`config.mk`:
```
export PLATFORM = sky130hd
export DESIGN_NAME = usb_serial_cpu_if
export DESIGN_NICKNAME = d
export VERILOG_FILES = /design/src/rtl/usb_serial_cpu_if_pkg.sv /design/src/rtl/sync_fifo.sv /design/src/rtl/usb_serial_cpu_if.sv
export SDC_FILE = /design/constraint.sdc
export NUM_CORES = 1
export LEC_CHECK = 0
export CORE_AREA = 5 5 207 209
export DETAILED_ROUTE_END_ITERATION = 7
export DIE_AREA = 0 0 212 214
export GPL_TIMING_DRIVEN = 1
export SKIP_LAST_GASP = 1
export SLEW_MARGIN = 25
export SYNTH_ARGS = -nofsm -noshare
export SYNTH_HDL_FRONTEND = slang
export SYNTH_SLANG_ARGS = --single-unit
```
`constraint.sdc`:
```
create_clock -name clk -period 8.01 [get_ports clk]
set_input_delay 1.2015 -clock clk [delete_from_list [all_inputs] [get_ports clk]]
set_output_delay 1.2015 -clock clk [all_outputs]
set_load 0.01 [all_outputs]
```
`src/rtl/usb_serial_cpu_if_pkg.sv`:
```
// Shared constants for the USB serial CPU bridge: register map and bit positions.
package usb_serial_cpu_if_pkg;

    localparam logic [2:0] REG_DATA   = 3'd0;
    localparam logic [2:0] REG_STATUS = 3'd1;
    localparam logic [2:0] REG_CTRL   = 3'd2;
    localparam logic [2:0] REG_RXCNT  = 3'd3;
    localparam logic [2:0] REG_TXFREE = 3'd4;

    localparam int unsigned STAT_RX_NE    = 0;
    localparam int unsigned STAT_TX_NF    = 1;
    localparam int unsigned STAT_TX_EMPTY = 2;
    localparam int unsigned STAT_RX_OVF   = 3;
    localparam int unsigned STAT_TX_OVF   = 4;

    localparam int unsigned CTRL_RX_IE = 0;
    localparam int unsigned CTRL_TX_IE = 1;

endpackage

```
`src/rtl/sync_fifo.sv`:
```
// Byte-wide first-word-fall-through FIFO; push/pop are qualified internally so a push
// into a full FIFO succeeds when a pop happens in the same cycle.
module sync_fifo #(
    parameter int unsigned DEPTH_LOG2 = 4
) (
    input  logic                  clk,
    input  logic                  rst,
    input  logic                  wr_en,
    input  logic [7:0]            wr_data,
    input  logic                  rd_en,
    output logic [7:0]            rd_data,
    output logic                  full,
    output logic                  empty,
    output logic [DEPTH_LOG2:0]   count
);

    localparam int unsigned DEPTH = 1 << DEPTH_LOG2;
    localparam int unsigned CW    = DEPTH_LOG2 + 1;

    logic [7:0]            mem_q [DEPTH];
    logic [DEPTH_LOG2-1:0] wr_ptr_q, rd_ptr_q;
    logic [CW-1:0]         count_q, count_d;
    logic                  do_push, do_pop;

    assign empty   = (count_q == '0);
    assign full    = (count_q == CW'(DEPTH));
    assign do_pop  = rd_en & ~empty;
    assign do_push = wr_en & (~full | do_pop);
    assign rd_data = mem_q[rd_ptr_q];
    assign count   = count_q;

    always_comb begin
        count_d = count_q;
        unique case ({do_push, do_pop})
            2'b10:   count_d = count_q + CW'(1);
            2'b01:   count_d = count_q - CW'(1);
            default: count_d = count_q;
        endcase
    end

    always_ff @(posedge clk or negedge rst) begin
        if (!rst) begin
            wr_ptr_q <= '0;
            rd_ptr_q <= '0;
            count_q  <= '0;
        end else begin
            if (do_push) wr_ptr_q <= wr_ptr_q + DEPTH_LOG2'(1);
            if (do_pop)  rd_ptr_q <= rd_ptr_q + DEPTH_LOG2'(1);
            count_q <= count_d;
        end
    end

    // Storage needs no reset; the pointers define what is valid.
    always_ff @(posedge clk) begin
        if (do_push) mem_q[wr_ptr_q] <= wr_data;
    end

endmodule

```
`src/rtl/usb_serial_cpu_if.sv`:
```
// 6502-side register bridge to the USB UART byte pipes: TX/RX FIFOs, status/control
// registers, sticky overflow flags and a level interrupt.
module usb_serial_cpu_if
    import usb_serial_cpu_if_pkg::*;
#(
    parameter int unsigned DEPTH_LOG2 = 4
) (
    input  logic       clk,
    input  logic       rst,
    input  logic       cs,
    input  logic       we,
    input  logic [2:0] addr,
    input  logic [7:0] din,
    output logic [7:0] dout,
    output logic [7:0] tx_data,
    output logic       tx_valid,
    input  logic       tx_ready,
    input  logic [7:0] rx_data,
    input  logic       rx_valid,
    output logic       rx_ready,
    output logic       irq
);

    localparam int unsigned CW = DEPTH_LOG2 + 1;

    logic          rd_acc, wr_acc;
    logic          tx_push, tx_pop, rx_pop;
    logic          tx_full, tx_empty, rx_full, rx_empty;
    logic [CW-1:0] tx_count, rx_count, tx_free;
    logic [7:0]    rx_head;
    logic [7:0]    status, rd_val;
    logic [7:0]    dout_q;
    logic [1:0]    ctrl_q;
    logic          rx_ovf_q, rx_ovf_d, tx_ovf_q, tx_ovf_d;
    logic          irq_q;

    assign rd_acc  = cs & ~we;
    assign wr_acc  = cs & we;
    assign tx_push = wr_acc & (addr == REG_DATA);
    assign rx_pop  = rd_acc & (addr == REG_DATA);

    assign tx_valid = ~tx_empty;
    assign tx_pop   = tx_valid & tx_ready;
    // A CPU pop frees a slot this cycle, so a full RX FIFO can still take a byte.
    assign rx_ready = ~rx_full | rx_pop;

    sync_fifo #(.DEPTH_LOG2(DEPTH_LOG2)) u_tx_fifo (
        .clk     (clk),
        .rst     (rst),
        .wr_en   (tx_push),
        .wr_data (din),
        .rd_en   (tx_ready),
        .rd_data (tx_data),
        .full    (tx_full),
        .empty   (tx_empty),
        .count   (tx_count)
    );

    sync_fifo #(.DEPTH_LOG2(DEPTH_LOG2)) u_rx_fifo (
        .clk     (clk),
        .rst     (rst),
        .wr_en   (rx_valid),
        .wr_data (rx_data),
        .rd_en   (rx_pop),
        .rd_data (rx_head),
        .full    (rx_full),
        .empty   (rx_empty),
        .count   (rx_count)
    );

    assign tx_free = CW'(1 << DEPTH_LOG2) - tx_count;

    // Set events win over a same-cycle write-1-to-clear.
    always_comb begin
        rx_ovf_d = rx_ovf_q;
        tx_ovf_d = tx_ovf_q;
        if (wr_acc && addr == REG_STATUS) begin
            if (din[STAT_RX_OVF]) rx_ovf_d = 1'b0;
            if (din[STAT_TX_OVF]) tx_ovf_d = 1'b0;
        end
        if (rx_valid && !rx_ready)          rx_ovf_d = 1'b1;
        if (tx_push && tx_full && !tx_pop)  tx_ovf_d = 1'b1;
    end

    always_comb begin
        status                = '0;
        status[STAT_RX_NE]    = ~rx_empty;
        status[STAT_TX_NF]    = ~tx_full;
        status[STAT_TX_EMPTY] = tx_empty;
        status[STAT_RX_OVF]   = rx_ovf_q;
        status[STAT_TX_OVF]   = tx_ovf_q;
    end

    always_comb begin
        rd_val = 8'h00;
        case (addr)
            REG_DATA:   rd_val = rx_empty ? 8'h00 : rx_head;
            REG_STATUS: rd_val = status;
            REG_CTRL:   rd_val = {6'b0, ctrl_q};
            REG_RXCNT:  rd_val = 8'(rx_count);
            REG_TXFREE: rd_val = 8'(tx_free);
            default:    rd_val = 8'h00;
        endcase
    end

    always_ff @(posedge clk or negedge rst) begin
        if (!rst) begin
            dout_q   <= 8'h00;
            ctrl_q   <= 2'b00;
            rx_ovf_q <= 1'b0;
            tx_ovf_q <= 1'b0;
            irq_q    <= 1'b0;
        end else begin
            if (rd_acc) dout_q <= rd_val;
            if (wr_acc && addr == REG_CTRL) ctrl_q <= din[1:0];
            rx_ovf_q <= rx_ovf_d;
            tx_ovf_q <= tx_ovf_d;
            irq_q    <= (ctrl_q[CTRL_RX_IE] & ~rx_empty) | (ctrl_q[CTRL_TX_IE] & tx_empty);
        end
    end

    assign dout = dout_q;
    assign irq  = irq_q;

endmodule

```
==> flow_summary_export.csv, run 1 <==
group,metric,value,unit
floorplan,die_area,45400,um^2
grt,grt_pass1_vias,6113,
setup_path,cp_data_arrival_time,3.34,ns
yosys,yosysSeqAreaShare,71.9,%
sta,setup_viol,0,
clock_network,cts_tree,"done",
power_and_ir_drop,power.density,328,nW/um^2
route,dr.pass1.iters,5,
clock_network,cts.root.buffer_cell,"clkbuf_16",
setup_path,path_cells,"buf_4 -> mux4_2 -> mux4_2 -> clkdlybuf4s50_1",
route,ant_nets,0,
floorplan,initial_core_util,29.6,%
clock_network,hold_buffers,0,
sta,rsz0062_at_grt,"no",
yosys,ys_async_sr_fraction,13.2,%
yosys,netlist_instances,634,
placement,gp_congestion,0.743,
sta,fin_setup_tns,0,ns
grt,grt_pass1_wl,37500,um
route,postRouteWirelength,24200,um
clock_network,post_cts_resized,0,
sta,hold_viol,0,
yosys,synth-edff-count,256,
job,cap_violations,0,
sta,fin_crit_sh,56.7,%
final_layout,antennaDiodeCount,0,
floorplan,coreArea,40600,um^2
clock_network,htree_levels,1,
floorplan,die_y,214,um
setup_path,critical-path-slowest-cell,"dfrtp_2",
placement,dp.cells,1183,
floorplan,ios,44,
clock_network,path_clk_slew,0.06,ns
clock_network,cts_made_buffers,31,
sta,max_freq,0.220,GHz
worst_hold_path,hold_path_class,"reg2reg",
clock_network,numClockSinks,295,
setup_path,critical_path_class,"reg2out",
setup_path,critPathRequiredTime,6.81,ns
floorplan,die_w,212,um
floorplan,row_count,74,
placement,numPortBuffers,43,
outcome,status,"complete, no violations",
yosys,syn-num-nets,681,
sta,worst_pin_slew,0.972,ns
setup_path,end_kind,"output pin",
clock_network,cts_buffer_depth,3,
placement,hpwl,15600,um
setup_path,cpMostUsedCell,"mux4_2",
clock_network,postCtsSetupBuffers,0,
yosys,synth_top_flop_cell,"edfxtp_1",
grt,overflow,0,
setup_path,crit_buf_inv,2,
route,drc,0,
route,drtIter0Drc,372,
sta,min_period,4.54,ns
setup_path,reg2reg_slack,4.48,ns
route,via_per_inst,4.66,
grt,antenna_found_initial,0,
final_layout,syn2layout_area_growth,18.1,%
grt,grtUsageTotal,10.6,%
grt,grt_max_degree,40,
yosys,synth_seq_cells,295,
sta,slew_headroom,35.0,%
final_layout,nets,731,
setup_path,path_max_fanout,19,
yosys,synth_top_area_share,63.8,%
yosys,ys_types,49,
yosys,synth.area.top_cells,"edfxtp_1 (64%), mux4_2 (13%), dfrtp_1 (8.1%)",
sta,fin_worst_skew,0.0182,ns
yosys,synth_area,12100,um^2
clock_network,clkLatencyLatePin,0.55,ns
power_and_ir_drop,leakagePower,4.68,nW
yosys,synth_top_area_cell,"edfxtp_1",
setup_path,critPathTopFamily,"multiplexers",
yosys,yosys_warnings,0,
final_layout,instances_no_fill,1239,
route,wl_per_cell,19.5,um
sta,final_max_slew_viol_count,0,
final_layout,drive_above_1_share,21.2,%
setup_path,cpPeakStageDelay,0.72,ns
power_and_ir_drop,max-vdd-ir-drop,220,uV
setup_path,start_kind,"flip-flop",
route,vias,5771,
yosys,syn_area_per_cell,19.0,um^2
-- final timing paths --
kind / startpoint / cells after the start / endpoint
max in group asynchronous: rst / 1 / u_rx_fifo.rd_ptr_q[0]
worst min-delay path: rx_ovf_q / 2 / rx_ovf_q
worst min register to register: rx_ovf_q / 2 / rx_ovf_q
worst max register to register: u_rx_fifo.count[0] / 12 / u_rx_fifo.count[4]
min in group asynchronous: rst / 1 / dout[5]
worst max-delay path: u_tx_fifo.rd_ptr_q[0] / 4 / tx_data[6]
-- worst reg2reg max path, stage by stage (launching register included) --
cell and delay [ns]:
dfrtp_1 0.45, or4_4 0.57, a211o_1 0.33, and2_1 0.30
inv_1 0.11, ha_1 0.22, inv_1 0.10, fa_1 0.41
nor2b_1 0.13, o21ai_0 0.11, nand3_1 0.10, or3b_2 0.45
xnor2_1 0.13
-- power by group --
group          switching (mW)  internal (mW)  leakage, nW
registers               0.198           1.82         2.79
clock network           0.582           1.03        0.563
logic                   0.470          0.568         1.33
-- per-layer routing --
metal  up-vias  track usage, %  wire length, um
met4         0            3.01              523
met5         -               0                0
met2       120            17.0            11900
li1       2618               -                -
met1      3001            14.6            10700
met3        32            2.36             1090
-- cell usage after synthesis, drive strengths merged, types with 5 or more instances --
cell and instances:
o22ai 8, nand2b 8, ha 21, buf 16
nor3 10, o21ai 11, mux2i 20, nor2 29
dfrtp 39, clkbuf 17, a21oi 6, xnor2 14
nand2 34, inv 21, o221ai 5, edfxtp 256
xor2 10, mux4 72
-- area by class of cell --
| cell class | count | area, um^2 |
|---|---|---|
| fillers | 3788 | 26400 |
| flip-flops and latches | 295 | 8670 |
| multi-input cells | 285 | 3190 |
| clock buffers | 34 | 787 |
| well taps | 532 | 666 |
| repair buffers | 50 | 480 |
| clock inverters | 22 | 362 |
| inverters | 21 | 78.8 |
-- registers in the layout, summed over array words and instances, names as in the netlist, 2 cells and up --
| register | count |
|---|---|
| u_rx_fifo.mem_q | 128 |
| dout | 8 |
| u_rx_fifo.wr_ptr_q | 4 |
| u_rx_fifo.rd_ptr_q | 4 |
| ctrl_q | 2 |
| u_tx_fifo.wr_ptr_q | 4 |
| u_tx_fifo.rd_ptr_q | 4 |
| u_tx_fifo.mem_q | 128 |
| u_rx_fifo.count | 5 |
| u_tx_fifo.count | 5 |
-- placed cells by master, fill, tap and decap left out, types with 7 or more instances in the layout --
cell,n
buf_4,8
bufinv_16,10
clkbuf_16,31
clkdlybuf4s50_1,42
dfrtp_1,36
edfxtp_1,256
ha_1,21
inv_1,21
mux2i_1,20
mux4_2,72
nand2_1,32
nand2b_1,7
nor2_1,26
o21ai_0,11
o22ai_1,8
xnor2_1,14
xor2_1,10
-- cells by family after synthesis --
logic type	count (synthesis)	synth area share, %
and+or+nand+nor	95	3.81
DFF	295	71.9
buffers and inverters	54	1.93
adders and majority gates	22	2.35
muxes	96	15.5
AOI/OAI and AO/OA	48	2.78
xor gates and xnor gates	24	1.74
-- per-stage QoR --
stage	instance area [um^2]	hold slack, ns	util (%)	power (mW)	setup slack [ns]
detailed placement	13100	0.481	32.2	3.11	3.17
global route	14200	0.522	35.0	4.90	3.26
finish	14200	0.497	35.0	4.67	3.47
floorplan	12100	0.447	-	2.75	4.06
global placement	13100	0.483	32.1	3.10	3.25
CTS	14200	0.505	35.0	4.72	3.36
Note: power is estimated with default switching activity, not from simulation.
==> run 2, diff against run 1 <==
- clock period: 8.01 -> 4.4 ns (I/O delays scaled with it)
==> run 2 against run 1 <==
  * Register-to-register slack worse by 3.5 ns
  * Global-route usage hardly changed
  * Clock power is 50% higher
  * Clock skew is 0.0091 ns lower
  * Via count is 0.54% higher
  * Routed wire length is 0.92% lower
  * Worst setup slack worse by 2.8 ns
  * Combinational power is 88% higher
  * Final cell count is 1.9% higher
  * Count of clock-buffer cells in the layout is 10 higher
==> flow_summary_export.csv, run 2 (same netlist as run 1, synthesis figures left out) <==
group,metric,value,unit
grt,grt_max_degree,40,
final_layout,fillers,3754,
floorplan,initial_core_util,29.6,%
grt,antenna_found_initial,0,
final_layout,layout_commonest_cell,"edfxtp_1",
floorplan,die_w,212,um
grt,overflow,0,
outcome,status,"complete, no violations",
sta,final_max_slew_viol_count,0,
sta,fin_setup_tns,0,ns
setup_path,cp_data_arrival_time,3.07,ns
grt,grt_pass1_vias,6136,
setup_path,path_cells,"buf_4 -> mux4_2 -> mux4_2 -> clkdlybuf4s50_1",
final_layout,drive_above_1_share,21.3,%
sta,worst_pin_slew,0.802,ns
placement,gp_congestion,0.803,
power_and_ir_drop,leakagePower,4.70,nW
clock_network,cts_made_buffers,30,
sta,max_freq,0.268,GHz
clock_network,numClockSinks,295,
grt,grtUsageTotal,10.6,%
route,dr.pass1.iters,4,
setup_path,path_max_fanout,15,
setup_path,cpPeakStageDelay,0.70,ns
clock_network,cts_tree,"done",
route,via_per_inst,4.59,
placement,hpwl,16200,um
route,vias,5802,
route,drtIter0Drc,379,
route,drc,0,
clock_network,htree_levels,1,
setup_path,start_kind,"flip-flop",
final_layout,syn2layout_area_growth,17.7,%
final_layout,nets,754,
clock_network,postCtsSetupBuffers,0,
setup_path,critPathTopFamily,"multiplexers",
floorplan,die_area,45400,um^2
route,ant_nets,0,
clock_network,cts_buffer_depth,3,
sta,rsz0062_at_grt,"no",
power_and_ir_drop,total_power,8.04,mW
clock_network,clkLatencyLatePin,0.55,ns
sta,fin_worst_skew,0.00910,ns
setup_path,end_kind,"output pin",
final_layout,antennaDiodeCount,0,
power_and_ir_drop,power.density,567,nW/um^2
clock_network,hold_buffers,0,
job,cap_violations,0,
sta,hold_viol,0,
setup_path,critPathRequiredTime,3.74,ns
grt,grt_pass1_wl,37500,um
floorplan,coreArea,40600,um^2
final_layout,layout_common_cells,"edfxtp_1 (256), mux4_2 (72), clkdlybuf4s50_1 (42)",
power_and_ir_drop,max-vdd-ir-drop,338,uV
setup_path,cpMostUsedCell,"mux4_2",
sta,slew_headroom,46.3,%
sta,min_period,3.73,ns
sta,setup_viol,0,
setup_path,critical_path_class,"reg2out",
floorplan,ios,44,
route,wl_per_cell,19.0,um
clock_network,cts.root.buffer_cell,"clkbuf_16",
final_layout,finish.utilization,34.9,%
placement,numPortBuffers,43,
setup_path,crit_buf_inv,2,
route,postRouteWirelength,24000,um
sta,fin_crit_sh,84.7,%
worst_hold_path,hold_path_class,"in2async",
floorplan,row_count,74,
floorplan,die_y,214,um
setup_path,critical-path-slowest-cell,"dfrtp_2",
clock_network,post_cts_resized,0,
clock_network,path_clk_slew,0.06,ns
-- run 2: cell count changes in the layout (fill, tap and decap cells not counted), sizes merged --
cell    previous run  this run
bufinv            10         2
inv               23        21
buf                8        32
clkbuf            34        44
-- run 2: path summary, 6_finish.rpt --
path                       slack (ns)  cells after the start               endpoint                   from
max                              0.67                      4             tx_data[4]  u_tx_fifo.rd_ptr_q[0]
min                              0.10                      1                dout[6]                    rst
max reg2reg                      0.99                     15     u_tx_fifo.count[4]     u_tx_fifo.count[1]
min reg2reg                      0.48                      2               rx_ovf_q               rx_ovf_q
max in group asynchronous        3.85                      1  u_tx_fifo.rd_ptr_q[0]                    rst
min in group clk                 0.48                      2               rx_ovf_q               rx_ovf_q
-- run 2: final cells by class --
cell class | instances | area [um^2] | share of cell area, %
clock inverters | 12 | 103 | 0.723
well taps | 532 | 666 | 4.69
flip-flops and latches | 295 | 8670 | 61.1
repair buffers | 74 | 686 | 4.83
inverters | 21 | 78.8 | 0.556
multi-input cells | 285 | 3150 | 22.2
clock buffers | 44 | 835 | 5.88
-- run 2: stage by stage --
step	worst slack, ns	cell area [um^2]	instances	hold WS (ns)
2_1_floorplan	0.989	12100	634	0.364
3_3_place_gp	0.516	13200	1207	0.474
3_5_place_dp	0.538	13200	1207	0.473
4_1_cts	0.567	14200	1263	0.295
5_1_grt	0.516	14200	1263	0.133
6_report	0.673	14200	1263	0.101
-- run 2: worst reg2reg max path: stages (launching register included) --
cell and delay (ns):
dfrtp_1 0.49, inv_1 0.08, ha_1 0.20, nor3b_1 0.16
ha_1 0.24, inv_1 0.08, nand2_1 0.14, a21boi_2 0.42
inv_1 0.12, ha_1 0.32, xor2_1 0.19, ha_1 0.23
o211a_1 0.21, o31ai_1 0.19, a31oi_1 0.09, xnor2_1 0.15
-- run 2: power breakdown --
group / internal [mW] / switching (mW) / leakage, nW / total [mW]
sequential: 3.32 / 0.353 / 2.79 / 3.67
clock: 1.42 / 0.990 / 0.457 / 2.41
combinational: 1.09 / 0.873 / 1.45 / 1.96
-- run 2: metal layers --
metal | track usage (%) | part of all wire, % | vias up
li1 | - | - | 2674
met1 | 14.3 | 43 | 2975
met2 | 17.9 | 51 | 119
met3 | 1.74 | 3.9 | 34
met4 | 3.01 | 2.3 | 0
met5 | 0 | 0 | -
==> run 3, diff against run 2 <==
- clock period: 4.4 -> 3.47 ns (I/O delays scaled with it)
==> run 3 against run 2 <==
  * Count of clock-buffer cells in the layout rose by 5
  * Non-clock buffer count up 23
  * Critical endpoint is now tx_data[1]
  * Via count grew 2.4%
  * First-iteration DRC count up 0.26%
  * Routed wire length up 3.0%
  * Critical path type unchanged
==> flow_summary_export.csv, run 3 (same netlist as run 1, synthesis figures left out) <==
group,metric,value,unit
final_layout,antennaDiodeCount,0,
clock_network,clkLatencyLatePin,0.55,ns
power_and_ir_drop,max-vdd-ir-drop,475,uV
setup_path,critical_path_class,"reg2out",
route,vias,5939,
clock_network,cts_made_buffers,30,
floorplan,die_w,212,um
grt,overflow,0,
sta,fin_worst_skew,0.0155,ns
route,drc,0,
sta,worst_pin_slew,0.783,ns
floorplan,initial_core_util,29.6,%
sta,fin_ws,0.126,ns
clock_network,numClockSinks,295,
final_layout,layout_commonest_cell,"edfxtp_1",
sta,max_freq,0.299,GHz
grt,grtUsageTotal,10.6,%
placement,place_ws,0.0852,ns
grt,grt_pass1_wl,37400,um
setup_path,path_max_fanout,35,
sta,min_period,3.34,ns
route,ant_nets,0,
power_and_ir_drop,power.density,718,nW/um^2
worst_hold_path,hold_path_class,"in2async",
setup_path,cp_data_arrival_time,2.82,ns
clock_network,cts.root.buffer_cell,"clkbuf_16",
sta,fin_crit_sh,96.4,%
sta,final_max_slew_viol_count,0,
placement,hpwl,16200,um
final_layout,drive_above_1_share,24.3,%
clock_network,postCtsSetupBuffers,0,
final_layout,finish.instance_area,14400,um^2
sta,hold_viol,0,
floorplan,die_y,214,um
floorplan,ios,44,
setup_path,end_kind,"output pin",
clock_network,path_clk_slew,0.06,ns
power_and_ir_drop,leakagePower,4.84,nW
placement,gp_congestion,0.767,
clock_network,htree_levels,1,
final_layout,syn2layout_area_growth,19.5,%
route,wl_per_cell,19.2,um
job,cap_violations,0,
sta,fin_setup_tns,0,ns
clock_network,cts_buffer_depth,3,
final_layout,nets,777,
setup_path,critPathRequiredTime,2.95,ns
outcome,status,"complete, no violations",
grt,grt_max_degree,40,
floorplan,row_count,74,
grt,antenna_found_initial,0,
clock_network,cts_tree,"done",
route,drtIter0Drc,380,
placement,numPortBuffers,43,
final_layout,finish.utilization,35.4,%
route,postRouteWirelength,24700,um
route,dr.pass1.iters,4,
setup_path,start_kind,"flip-flop",
floorplan,die_area,45400,um^2
final_layout,layout_common_cells,"edfxtp_1 (256), mux4_2 (72), buf_4 (52)",
grt,grt_pass1_vias,6111,
placement,placed_cell_area,13400,um^2
sta,slew_headroom,47.6,%
sta,rsz0062_at_grt,"no",
route,via_per_inst,4.62,
floorplan,coreArea,40600,um^2
sta,setup_viol,0,
[run 3: repair_timing]
action | 4_1_cts | 5_1_grt
hold buffers | 0 | 1
resized for setup | 0 | 0
endpoints found under the hold margin | 0 | 32
[run 3: final cells by class]
type / count / area, um^2
timing repair buffer: 97 / 861
multi-input combinational: 285 / 3150
sequential: 295 / 8670
fill: 3773 / 26200
clock buffer: 49 / 915
clock inverter: 7 / 61.3
inverter: 21 / 78.8
tap: 532 / 666
[run 3: stage by stage]
step / hold WS [ns] / cells / power, mW
detailed placement: 0.493 / 1229 / 7.32
finish: 0.500 / 1286 / 10.3
CTS: 0.147 / 1285 / 10.5
global route: 0.541 / 1286 / 10.9
floorplan: 0.225 / 634 / 6.34
global placement: 0.487 / 1229 / 7.28
[run 3: final timing paths]
kind | startpoint | end | slack (ns) | cells after the start
worst max register to register | u_rx_fifo.count[1] | u_rx_fifo.count[4] | 0.31 | 12
worst max-delay path | u_tx_fifo.rd_ptr_q[0] | tx_data[1] | 0.13 | 4
worst min register to register | rx_ovf_q | rx_ovf_q | 0.50 | 2
worst min-delay path | rst | dout[7] | 0.50 | 2
max in group asynchronous | rst | u_rx_fifo.rd_ptr_q[2] | 2.53 | 2
min in group clk | rx_ovf_q | rx_ovf_q | 0.50 | 2
[run 3: power breakdown]
| group | switching [mW] | total [mW] | leakage (nW) | internal, mW |
|---|---|---|---|---|
| Combinational | 1.17 | 2.60 | 1.57 | 1.42 |
| Clock | 1.29 | 3.15 | 0.476 | 1.87 |
| Sequential | 0.383 | 4.59 | 2.79 | 4.20 |
| Total | 2.84 | 10.3 | 4.84 | 7.49 |
[run 3: routing by layer]
metal | GRT usage (%) | share of wire, %
met1 | 14.0 | 42
met2 | 18.3 | 51
met3 | 1.84 | 4.5
met4 | 2.34 | 1.7
met5 | 0 | 0
[run 3: worst max-delay path, cell delays in order, from the launching register on]
cell             delay (ns)
dfrtp_2                0.37
buf_12                 0.27
mux4_2                 0.59
mux4_2                 0.50
clkdlybuf4s50_1        0.51
